### src/rtl/store_controller_pkg.sv
// Shared definitions for the result-tile store controller.
package store_controller_pkg;

    typedef enum logic [1:0] {
        ST_IDLE  = 2'd0,
        ST_ISSUE = 2'd1,
        ST_DONE  = 2'd2
    } store_state_t;

    localparam logic RDWR_WRITE = 1'b1;

endpackage : store_controller_pkg

### src/rtl/store_controller_if.sv
// Store-path bundle between the store controller, the execute control and the memory interface.
interface store_controller_if;

    logic        can_store;
    logic [31:0] tile_C_addr;
    logic [31:0] tile_C_stride;
    logic [4:0]  msize;
    logic [4:0]  nsize;
    logic        row_valid;
    logic        interface_ready;

    logic        gen_addr_store;
    logic        interface_en_store;
    logic        interface_rdwr_store;
    logic [4:0]  interface_control_store;
    logic [31:0] next_row_addr_store;
    logic        row_pop;
    logic        done_store;
    logic        busy;

    modport master (
        input  can_store, tile_C_addr, tile_C_stride, msize, nsize,
               row_valid, interface_ready,
        output gen_addr_store, interface_en_store, interface_rdwr_store,
               interface_control_store, next_row_addr_store, row_pop,
               done_store, busy
    );

    modport slave (
        output can_store, tile_C_addr, tile_C_stride, msize, nsize,
               row_valid, interface_ready,
        input  gen_addr_store, interface_en_store, interface_rdwr_store,
               interface_control_store, next_row_addr_store, row_pop,
               done_store, busy
    );

endinterface : store_controller_if

### src/rtl/store_controller.sv
// Writes msize result rows out to memory, one request per cycle when a row and the interface are ready.
//
//   state    | meaning
//   ST_IDLE  | waiting for can_store; latches the tile configuration
//   ST_ISSUE | issuing one row write whenever row_valid & interface_ready
//   ST_DONE  | one-cycle done_store pulse, then back to idle
module store_controller
    import store_controller_pkg::*;
(
    input  logic              clk,
    input  logic              rst,
    store_controller_if.master bus
);

    store_state_t r_state;
    store_state_t w_next_state;

    logic [31:0] r_addr;
    logic [31:0] r_stride;
    logic [4:0]  r_msize;
    logic [4:0]  r_nsize;
    logic [4:0]  r_row_cnt;
    logic [31:0] r_last_addr;
    logic [4:0]  r_last_ctrl;

    logic w_issue;
    logic w_last_row;

    assign w_issue    = (r_state == ST_ISSUE) & bus.row_valid & bus.interface_ready & bus.can_store;
    assign w_last_row = (r_row_cnt == (r_msize - 5'd1));

    always_ff @(posedge clk) begin
        if (rst) begin
            r_state <= ST_IDLE;
        end else begin
            r_state <= w_next_state;
        end
    end

    // The last issued address/size are kept so the outputs hold between requests.
    always_ff @(posedge clk) begin
        if (rst) begin
            r_addr      <= '0;
            r_stride    <= '0;
            r_msize     <= '0;
            r_nsize     <= '0;
            r_row_cnt   <= '0;
            r_last_addr <= '0;
            r_last_ctrl <= '0;
        end else if ((r_state == ST_IDLE) && bus.can_store) begin
            r_addr    <= bus.tile_C_addr;
            r_stride  <= bus.tile_C_stride;
            r_msize   <= bus.msize;
            r_nsize   <= bus.nsize;
            r_row_cnt <= '0;
        end else if (w_issue) begin
            r_addr      <= r_addr + r_stride;
            r_row_cnt   <= r_row_cnt + 5'd1;
            r_last_addr <= r_addr;
            r_last_ctrl <= r_nsize;
        end
    end

    always_comb begin
        w_next_state                = r_state;
        bus.gen_addr_store          = 1'b0;
        bus.interface_en_store      = 1'b0;
        bus.interface_rdwr_store    = 1'b0;
        bus.row_pop                 = 1'b0;
        bus.next_row_addr_store     = r_last_addr;
        bus.interface_control_store = r_last_ctrl;
        bus.done_store              = 1'b0;
        bus.busy                    = (r_state != ST_IDLE);

        case (r_state)
            ST_IDLE: begin
                if (bus.can_store) begin
                    w_next_state = (bus.msize == 5'd0) ? ST_DONE : ST_ISSUE;
                end
            end
            ST_ISSUE: begin
                if (!bus.can_store) begin
                    w_next_state = ST_IDLE;
                end else if (w_issue) begin
                    bus.gen_addr_store          = 1'b1;
                    bus.interface_en_store      = 1'b1;
                    bus.interface_rdwr_store    = RDWR_WRITE;
                    bus.row_pop                 = 1'b1;
                    bus.next_row_addr_store     = r_addr;
                    bus.interface_control_store = r_nsize;
                    if (w_last_row) begin
                        w_next_state = ST_DONE;
                    end
                end
            end
            ST_DONE: begin
                bus.done_store = 1'b1;
                w_next_state   = ST_IDLE;
            end
            default: begin
                w_next_state = ST_IDLE;
            end
        endcase
    end

endmodule : store_controller

### src/flat_wrapper.sv
// flat-port wrapper written by rule: the top's interface ports become plain ports
module store_controller_flat import store_controller_pkg::*;
  (clk, rst, bus_can_store, bus_tile_C_addr, bus_tile_C_stride, bus_msize, bus_nsize, bus_row_valid, bus_interface_ready, bus_gen_addr_store, bus_interface_en_store, bus_interface_rdwr_store, bus_interface_control_store, bus_next_row_addr_store, bus_row_pop, bus_done_store, bus_busy);
  store_controller_if bus_i ();
  input  logic clk;
  input  logic rst;
  input wire logic [$bits(bus_i.can_store)-1:0] bus_can_store;
  input wire logic [$bits(bus_i.tile_C_addr)-1:0] bus_tile_C_addr;
  input wire logic [$bits(bus_i.tile_C_stride)-1:0] bus_tile_C_stride;
  input wire logic [$bits(bus_i.msize)-1:0] bus_msize;
  input wire logic [$bits(bus_i.nsize)-1:0] bus_nsize;
  input wire logic [$bits(bus_i.row_valid)-1:0] bus_row_valid;
  input wire logic [$bits(bus_i.interface_ready)-1:0] bus_interface_ready;
  output wire logic [$bits(bus_i.gen_addr_store)-1:0] bus_gen_addr_store;
  output wire logic [$bits(bus_i.interface_en_store)-1:0] bus_interface_en_store;
  output wire logic [$bits(bus_i.interface_rdwr_store)-1:0] bus_interface_rdwr_store;
  output wire logic [$bits(bus_i.interface_control_store)-1:0] bus_interface_control_store;
  output wire logic [$bits(bus_i.next_row_addr_store)-1:0] bus_next_row_addr_store;
  output wire logic [$bits(bus_i.row_pop)-1:0] bus_row_pop;
  output wire logic [$bits(bus_i.done_store)-1:0] bus_done_store;
  output wire logic [$bits(bus_i.busy)-1:0] bus_busy;
  assign bus_i.can_store = bus_can_store;
  assign bus_i.tile_C_addr = bus_tile_C_addr;
  assign bus_i.tile_C_stride = bus_tile_C_stride;
  assign bus_i.msize = bus_msize;
  assign bus_i.nsize = bus_nsize;
  assign bus_i.row_valid = bus_row_valid;
  assign bus_i.interface_ready = bus_interface_ready;
  assign bus_gen_addr_store = bus_i.gen_addr_store;
  assign bus_interface_en_store = bus_i.interface_en_store;
  assign bus_interface_rdwr_store = bus_i.interface_rdwr_store;
  assign bus_interface_control_store = bus_i.interface_control_store;
  assign bus_next_row_addr_store = bus_i.next_row_addr_store;
  assign bus_row_pop = bus_i.row_pop;
  assign bus_done_store = bus_i.done_store;
  assign bus_busy = bus_i.busy;
  store_controller u_core (.clk(clk), .rst(rst), .bus(bus_i));
endmodule
### config.mk
export PLATFORM = sky130hd
export DESIGN_NAME = store_controller_flat
export DESIGN_NICKNAME = d
export VERILOG_FILES = /design/src/rtl/store_controller_pkg.sv /design/src/rtl/store_controller_if.sv /design/src/rtl/store_controller.sv /design/src/flat_wrapper.sv
export SDC_FILE = /design/constraint.sdc
export NUM_CORES = 1
export LEC_CHECK = 0
export ABC_AREA = 1
export BUFFER_PORTS_ARGS = -buffer_cell sky130_fd_sc_hd__clkbuf_2
export CAP_MARGIN = 20
export CORE_MARGIN = 2
export CORE_UTILIZATION = 57
export DETAILED_ROUTE_END_ITERATION = 16
export MAX_ROUTING_LAYER = met4
export PLACE_DENSITY_LB_ADDON = 0.3
export SYNTH_ARGS = -nofsm -noshare
export SYNTH_HDL_FRONTEND = slang
export SYNTH_SLANG_ARGS = --single-unit
### constraint.sdc
create_clock -name clk -period 2.4 [get_ports clk]
set_input_delay 0.12 -clock clk [delete_from_list [all_inputs] [get_ports clk]]
set_output_delay 0.12 -clock clk [all_outputs]
set_load 0.01 [all_outputs]
## Word-level counts from Yosys, hierarchy flattened

Index checks and enable logic that the tools add are counted.

- Register bits: 118
- Input port bits: 79
- Output and inout bits: 43
- Word-level logic and storage cells: 45

- Add/subtract/negate cells: 3
- Equality and inequality tests: 6
- Mux-type cells: 18
- Bitwise logic cells: 3
- Reduce and logical (&&, ||, !) cells: 7

Operators with widths:

| kind | count |
|---|---|
| $mux 32 | 5 |
| $add 32x32->32 | 1 |
| $mux 5 | 3 |
| $mux 2 | 5 |
| $ne 3x2->1 const B | 2 |
| $add 5x1->5 const B | 1 |
| $eq 5x5->1 | 1 |
| $logic_not 5->1 | 1 |
| $sub 5x1->5 const B | 1 |
| $mux 1 | 4 |
| $pmux 2 s2 | 1 |
| $reduce_bool 2->1 | 2 |
| $and 1x1->1 | 3 |
| $reduce_and 3->1 | 1 |
| $eq 2x1->1 const B | 1 |
| $eq 2x2->1 const B | 1 |
| $logic_not 2->1 | 1 |
| $ne 2x2->1 const B | 1 |
| $reduce_or 2->1 | 1 |
| $logic_and 1x1->1 | 1 |

## Depth between registers and ports, before layout

Gate-level depths: netlist (run 1).

- Word-level depth: 7
- Depth in mapped cells: 13
- Gate-level depth less buffers: 13

## Worst setup path before layout (run 1)

Ideal clock, no wire load.

- Path type: reg-to-reg
- From: reg u_core.r_stride[0]
- To: reg u_core.r_addr[20]
- Setup time: 135 ps
- Arrival: 1676 ps
- Required time: 2265 ps
- Slack: 589 ps
- Cell stages (with the launch flop): 13
- Buffers on the path: 0
- Period minus slack after synthesis: 1811 ps
- Path through: dfxtp_1 > ha_1 > fa_1 > nand3_1 > nand3_1 > nand3_1 > nand3_1 > nand3_1 > nand2_1 > nand2_1 > nand3_1 > nand2_1 > a21oi_1

- Longest elaborated chain between the ends: 3

Ends and longest elaborated chain:

| item | RTL line | text |
|---|---|---|
| start: declaration | store_controller.sv:19 | `logic [31:0] r_stride;` |
| start signal: assignment | store_controller.sv:52 | `r_stride <= bus.tile_C_stride;` |
| $add 32x32->32 | store_controller.sv:57 | `r_addr <= r_addr + r_stride;` |
| $mux 32 | store_controller.sv:56 | `end else if (w_issue) begin` |
| $mux 32 | store_controller.sv:50 | `end else if ((r_state == ST_IDLE) && bus.can_store) begin` |
| end signal: assignment | store_controller.sv:51 | `r_addr <= bus.tile_C_addr;` |
| end signal: assignment | store_controller.sv:57 |  |
| end: declaration | store_controller.sv:18 | `logic [31:0] r_addr;` |

No other way between the ends. The select of a mux whose other input is x is not followed.
A chain may end at the register's enable or synchronous reset.

## Worst setup path after layout (run 1)

- From: reg u_core.r_state[0]
- To: out bus_next_row_addr_store[15]

- Longest elaborated chain between the ends: 7

Ends and longest elaborated chain:

| item | RTL line | text |
|---|---|---|
| start: declaration | store_controller.sv:15 | `store_state_t r_state;` |
| start signal: assignment | store_controller.sv:36 | `r_state <= w_next_state;` |
| $eq 2x1->1 * | store_controller.sv:29, store_controller.sv:75 |  |
| $and 1x1->1 (3 in a row) | store_controller.sv:29 | `assign w_issue = (r_state == ST_ISSUE) & bus.row_valid & bus.interface_ready & bus.can_store;` |
| $mux 32 | store_controller.sv:84 | `end else if (w_issue) begin` |
| $mux 32 | store_controller.sv:82 | `if (!bus.can_store) begin` |
| $mux 32 * | store_controller.sv:75 | `case (r_state)` |
| end: declaration | flat_wrapper.sv:18 | `output wire logic [$bits(bus_i.next_row_addr_store)-1:0] bus_next_row_addr_store;` |

Every way passes the cells marked *; elsewhere a longest branch is shown, timed or not.

==> impl_metrics.toml, run 1 <==
[place]
port_buffers = 121
dp_slack_ns = 0.188
place_congestion = 0.958
place_hpwl_um = 13400

[routing]
vias = 7431
wl_per_cell_um = 13.5
first_pass_iters = 5
routed_wl_um = 19900
drc = 0
drtIter0Drc = 597
final_antenna_net_count = 0
routed_via_density = 5.04

[grt]
overflow = 0
grt_pass1_vias = 6825
grt_max_degree = 94
grt_antenna_before_repair = 0
grt_pass1_wl_um = 32200
grt_use_total_pct = 31.6

[clock_tree]
clk_latency_ns = 0.42
clk_pin_slew_ns = 0.06
cts_buffers = 17
clock_sinks = 118
clockBufferDepth = 2
cts-resized-gates = 0
cts.htree.levels = 4
cts_tree = "yes"
post-cts-setup-buffer-count = 0
cts_root_buf = "clkbuf_16"

[sta]
worst_slack_ns = 0.234
hold_viol_final = 0
post-route-period-util_pct = 90.2
skew_ns = 0.0120
slew_headroom_pct = 37.9
min_period_ns = 2.17
fmax_mhz = 462
tightest_slew_ns = 0.931
setup-violations-final = 0
drv_slew = 0
holdWs_ns = 0.00371
rsz0062_at_grt = "false"
setup-tns-final_ns = 0

[critical_path]
critPathRequiredTime_ns = 2.28
path_buf_inv = 5
cpLargestDelayFamily = "buffers and inverters"
crit_fanout = 44
endpoint_kind = "primary output"
critPathSlowestCell = "buf_4"
worstSetupPathType = "reg -> out"
startpoint_type = "flop"
arrival_ns = 2.05
crit_chain = "nand3_1 -> inv_2 -> nand3_4 -> inv_4 -> buf_4 -> or2_2 -> o21ai_0 -> inv_1 -> clkbuf_2"
critPathMaxStageDelay_ns = 0.37

[logic_synthesis]
synth_fp_nets = 1254
yosysSeqAreaShare_pct = 32.9
synthTopCellsByArea = "dfxtp_1 (33%), nand2_1 (14%), nor2_1 (9.9%)"
synth_warnings = 0
synthAdderAreaFrac_pct = 6.03
synth_top_family_by_area = "simple AND/OR/NAND/NOR gates"
synth_seq_cells = 118
syn_area_um2 = 7180
synth_edf_count = 0
synth-xor-area-share_pct = 2.68
synth.top_cell.area_share_pct = 32.9
synth-compound-area-share_pct = 12.8
ys_types = 37
synth.top_cells.by_count = "nand2_1 (274), nor2_1 (189), inv_1 (161)"
async_flop_share_pct = 0
muxShareOfSynthArea_pct = 0
synthFlopType = "dfxtp_1"
synth_top_cell_by_area = "dfxtp_1"
syn_inst = 1141
syn_avg_cell_area_um2 = 6.29
yosysMostFrequentCell = "nand2_1"
yosys.area_share.simple_pct = 33.9

[floorplanning]
dieHeight_um = 116
die_width_um = 116
row_count = 41
ios = 122
initial_core_util_pct = 57.6
core_um2 = 12500
die_area_um2 = 13500

[min_path]
hp-class = "in -> reg"

[layout]
diodes = 0
fin_nets = 1403
final_core_util_pct = 71.8
drive_gt1_share_pct = 17.1
area_delta_synth_final_pct = 24.7

[pwr]
ir_worst_vdd_mv = 0.487
powerDensity_nw_per_um2 = 677
p_total_w = 0.00606
cellLeakagePower_nw = 5.05

[flow_run]
maxCapViolCount = 0

[status]
status = "finished clean"
## report_power, final
part	internal, W	total [W]	leakage (nW)	switching, W
Clock	0.00177	0.00266	0.305	0.000889
Combinational	0.000474	0.00120	3.78	0.000724
Sequential	0.00210	0.00221	0.968	0.000109
## flip-flops by register name, indices dropped and copies added (netlist names)
register and cells:
u_core.r_addr 32, u_core.r_last_addr 32, u_core.r_last_ctrl 5, u_core.r_msize 5, u_core.r_nsize 5, u_core.r_row_cnt 5
u_core.r_state 2, u_core.r_stride 32
## area by class of cell
cell class / count / area (um^2)
clock buffer: 20 / 457
clock inverter: 10 / 154
fill: 1088 / 3510
inverter: 165 / 622
multi-input combinational: 813 / 3980
sequential: 118 / 2360
tap: 172 / 215
timing repair buffer: 175 / 1160
## kinds of logic (layout without fill, tap and decap cells)
kind of cell,after synthesis,count (layout)
AND/OR/NAND/NOR,579,579
buffers and inverters,210,370
AO/OA/AOI/OAI,178,178
flip-flops,118,118
adder cells (fa/ha/maj),34,34
XOR/XNOR,22,22
## routing by layer
metal  up-vias  wire length [um]  track usage (%)
li1       3842                 -                -
met1      3360              9490             41.4
met2       198              9080             49.2
met3        31               992             5.71
met4         0               380             11.0
met5         -                 0                -
## timing repair
item | 4_1_cts | 5_1_grt
endpoints found under the setup margin | 0 | 0
hold buffers | 47 | 0
hold endpoints to repair | 47 | 0
## path summary, 6_finish.rpt
path	slack, ns	cells after the start	endpoint	from
worst max register to register	0.24	12	u_core.r_addr[20]	u_core.r_addr[0]
worst max-delay path	0.23	9	bus_next_row_addr_store[15]	u_core.r_state[0]
worst min-delay path	0.004	3	u_core.r_addr[5]	bus_tile_C_addr[5]
worst min register to register	0.48	2	u_core.r_nsize[4]	u_core.r_nsize[4]
## worst register-to-register path: cells and delay by family, from the launching register on
kind	cells	cell delay, ns
fa+ha+maj	2	0.71
simple gates	9	0.94
compound gates	1	0.05
flops	1	0.32
## placed cells by master (no fill, tap or decap), types with 2 or more instances in the layout
cell type | Yosys | final
xnor2_1 | 5 | 5
buf_4 | 5 | 5
o21ai_0 | 98 | 98
nand2_2 | 7 | 8
inv_2 | 3 | 3
nand3_2 | 3 | 3
nor2_2 | 2 | 2
clkbuf_2 | 1 | 121
o21bai_1 | 3 | 3
dlygate4sd3_1 | 0 | 47
nor3_1 | 6 | 6
nor2_1 | 189 | 189
a21oi_1 | 68 | 68
ha_1 | 33 | 33
clkbuf_8 | 0 | 2
or2_2 | 40 | 40
nor3_2 | 2 | 2
a21oi_2 | 4 | 4
a31oi_1 | 3 | 3
dfxtp_1 | 118 | 118
bufinv_16 | 0 | 4
clkinv_2 | 0 | 5
nand4_1 | 4 | 4
xor2_1 | 17 | 17
inv_1 | 161 | 161
clkbuf_16 | 0 | 17
nand3_1 | 46 | 46
nand2_1 | 274 | 273
## stage by stage
step | instance area, um^2 | instances
2_1_floorplan | 7180 | 1141
3_3_place_gp | 7850 | 1395
3_5_place_dp | 7850 | 1395
4_1_cts | 8930 | 1472
5_1_grt | 8950 | 1473
6_report | 8950 | 1473
(Power assumes the default switching activity.)
==> inputs of run 2 (changes only) <==
--- a/config.mk
+++ b/config.mk
@@ -8,7 +8,6 @@
 export ABC_AREA = 1
 export BUFFER_PORTS_ARGS = -buffer_cell sky130_fd_sc_hd__clkbuf_2
 export CAP_MARGIN = 20
-export CORE_MARGIN = 2
 export CORE_UTILIZATION = 57
 export DETAILED_ROUTE_END_ITERATION = 16
 export MAX_ROUTING_LAYER = met4
==> impl_metrics.toml, run 2 (synthesis gave the netlist of run 1 again) <==
[status]
status = "finished clean"

[pwr]
ir_worst_vdd_mv = 0.507
power_frac_seq_pct = 37.6
p_sw_w = 0.00173
swShare_pct = 29.5
powerDensity_nw_per_um2 = 661
clock_power_share_pct = 42.1
p_total_w = 0.00587
power.internal_w = 0.00414
power_frac_comb_pct = 20.3
cellLeakagePower_nw = 5.01

[grt]
overflow = 0
grt_max_degree = 94
grt_pass1_wl_um = 32000
grt_use_total_pct = 32.5
grt_antenna_before_repair = 0
grt_pass1_vias = 6809

[floorplanning]
core_um2 = 12200
row_count = 40
die_width_um = 114
dieHeight_um = 114
ios = 122
initial_core_util_pct = 59.1
die_area_um2 = 13100

[place]
place_hpwl_um = 13300
port_buffers = 121
place_inst = 1391
place_congestion = 0.948

[layout]
final_common_cell = "nand2_1"
fin_nets = 1402
area_delta_synth_final_pct = 23.7
final_cell_mix = "nand2_1 (273), nor2_1 (189), inv_1 (161), clkbuf_2 (121), dfxtp_1 (118)"
multi_input_area_um2 = 3980
regArea_um2 = 2360
diodes = 0
nFillCells = 1046
drive_gt1_share_pct = 16.9
stdcell_count = 1469
top_regs = "u_core.r_addr x32, u_core.r_last_addr x32, u_core.r_stride x32"

[critical_path]
arrival_ns = 2.12
critPathRequiredTime_ns = 2.28
path_common_cell = "inv_1"
endpoint_kind = "primary output"
crit_fanout = 44
critPathMaxStageDelay_ns = 0.38
startpoint_type = "flop"
worstSetupPathType = "reg -> out"
crit_chain = "inv_1 -> nand3_1 -> inv_2 -> nand3_4 -> inv_4 -> buf_4 -> or2_2 -> o21ai_0 -> inv_1 -> clkbuf_2"
worst-r2r-setup-slack_ns = 0.22
critPathSlowestCell = "buf_4"

[routing]
final_antenna_net_count = 0
drtIter0Drc = 575
vias = 7514
routed_via_density = 5.12
wl_per_cell_um = 13.5
first_pass_iters = 5
drc = 0
routed_wl_um = 19800

[clock_tree]
clk_latency_ns = 0.42
post-cts-setup-buffer-count = 0
cts_root_buf = "clkbuf_16"
cts.htree.levels = 4
cts_buffers = 17
clockBufferDepth = 2
cts_tree = "yes"
clk_pin_slew_ns = 0.06
clock_sinks = 118

[sta]
fmax_mhz = 446
min_period_ns = 2.24
holdWs_ns = 0.00613
slew_headroom_pct = 40.0
setup-violations-final = 0
drv_slew = 0
post-route-period-util_pct = 93.4
setup-tns-final_ns = 0
rsz0062_at_grt = "false"
hold_viol_final = 0
skew_ns = 0.00852
tightest_slew_ns = 0.900

[min_path]
hp-class = "in -> reg"

[flow_run]
maxCapViolCount = 0
-- run 2: metrics by stage --
stage | cell area (um^2) | util, % | setup slack (ns)
floorplan | 7180 | - | 0.589
global placement | 7830 | 64.4 | 0.255
detailed placement | 7830 | 64.4 | 0.190
CTS | 8850 | 72.7 | 0.131
global route | 8880 | 73.1 | 0.0396
finish | 8880 | 73.1 | 0.159
-- run 2: cell type report --
cell class | instances | share of cell area, %
Inverter | 165 | 7.00
Multi-Input combinational cell | 813 | 44.8
Sequential cell | 118 | 26.6
Clock buffer | 23 | 5.27
Clock inverter | 8 | 1.13
Tap cell | 168 | 2.37
Timing Repair Buffer | 174 | 12.8
-- run 2: power groups by stage --
stage                     Combinational (W)  Clock, W  Sequential, W
after global routing                0.00134   0.00259        0.00222
after floorplan                    0.000829         0        0.00220
after detailed placement            0.00110         0        0.00224
after global placement              0.00108         0        0.00224
after CTS                           0.00117   0.00248        0.00220
final                               0.00119   0.00247        0.00221
-- run 2: worst max-delay path: cells and delay by family (launching register included) --
family          cells  cell delay, ns
simple gates        3            0.38
compound gates      1            0.15
buf+inv             6            0.87
flops               1            0.31
-- run 2: worst paths after layout --
| path | endpoint | from | depth (start not counted) |
|---|---|---|---|
| setup / recovery | bus_next_row_addr_store[31] | u_core.r_state[1] | 10 |
| hold / removal | u_core.r_addr[4] | bus_tile_C_addr[4] | 3 |
| setup reg to reg | u_core.r_addr[20] | u_core.r_stride[0] | 12 |
| hold reg to reg | u_core.r_nsize[4] | u_core.r_nsize[4] | 2 |
-- run 2: layer usage --
layer / GRT usage, % / wire length, um / up-vias
li1: - / - / 3835
met4: 8.92 / 337 / 0
met3: 7.31 / 1200 / 36
met1: 41.3 / 9200 / 3385
met5: - / 0 / -
met2: 52.0 / 9080 / 258
-- run 2: what timing repair did --
item | CTS | global route
resized for setup | 0 | 0
endpoints found under the hold margin | 45 | 1
hold buffers | 45 | 1
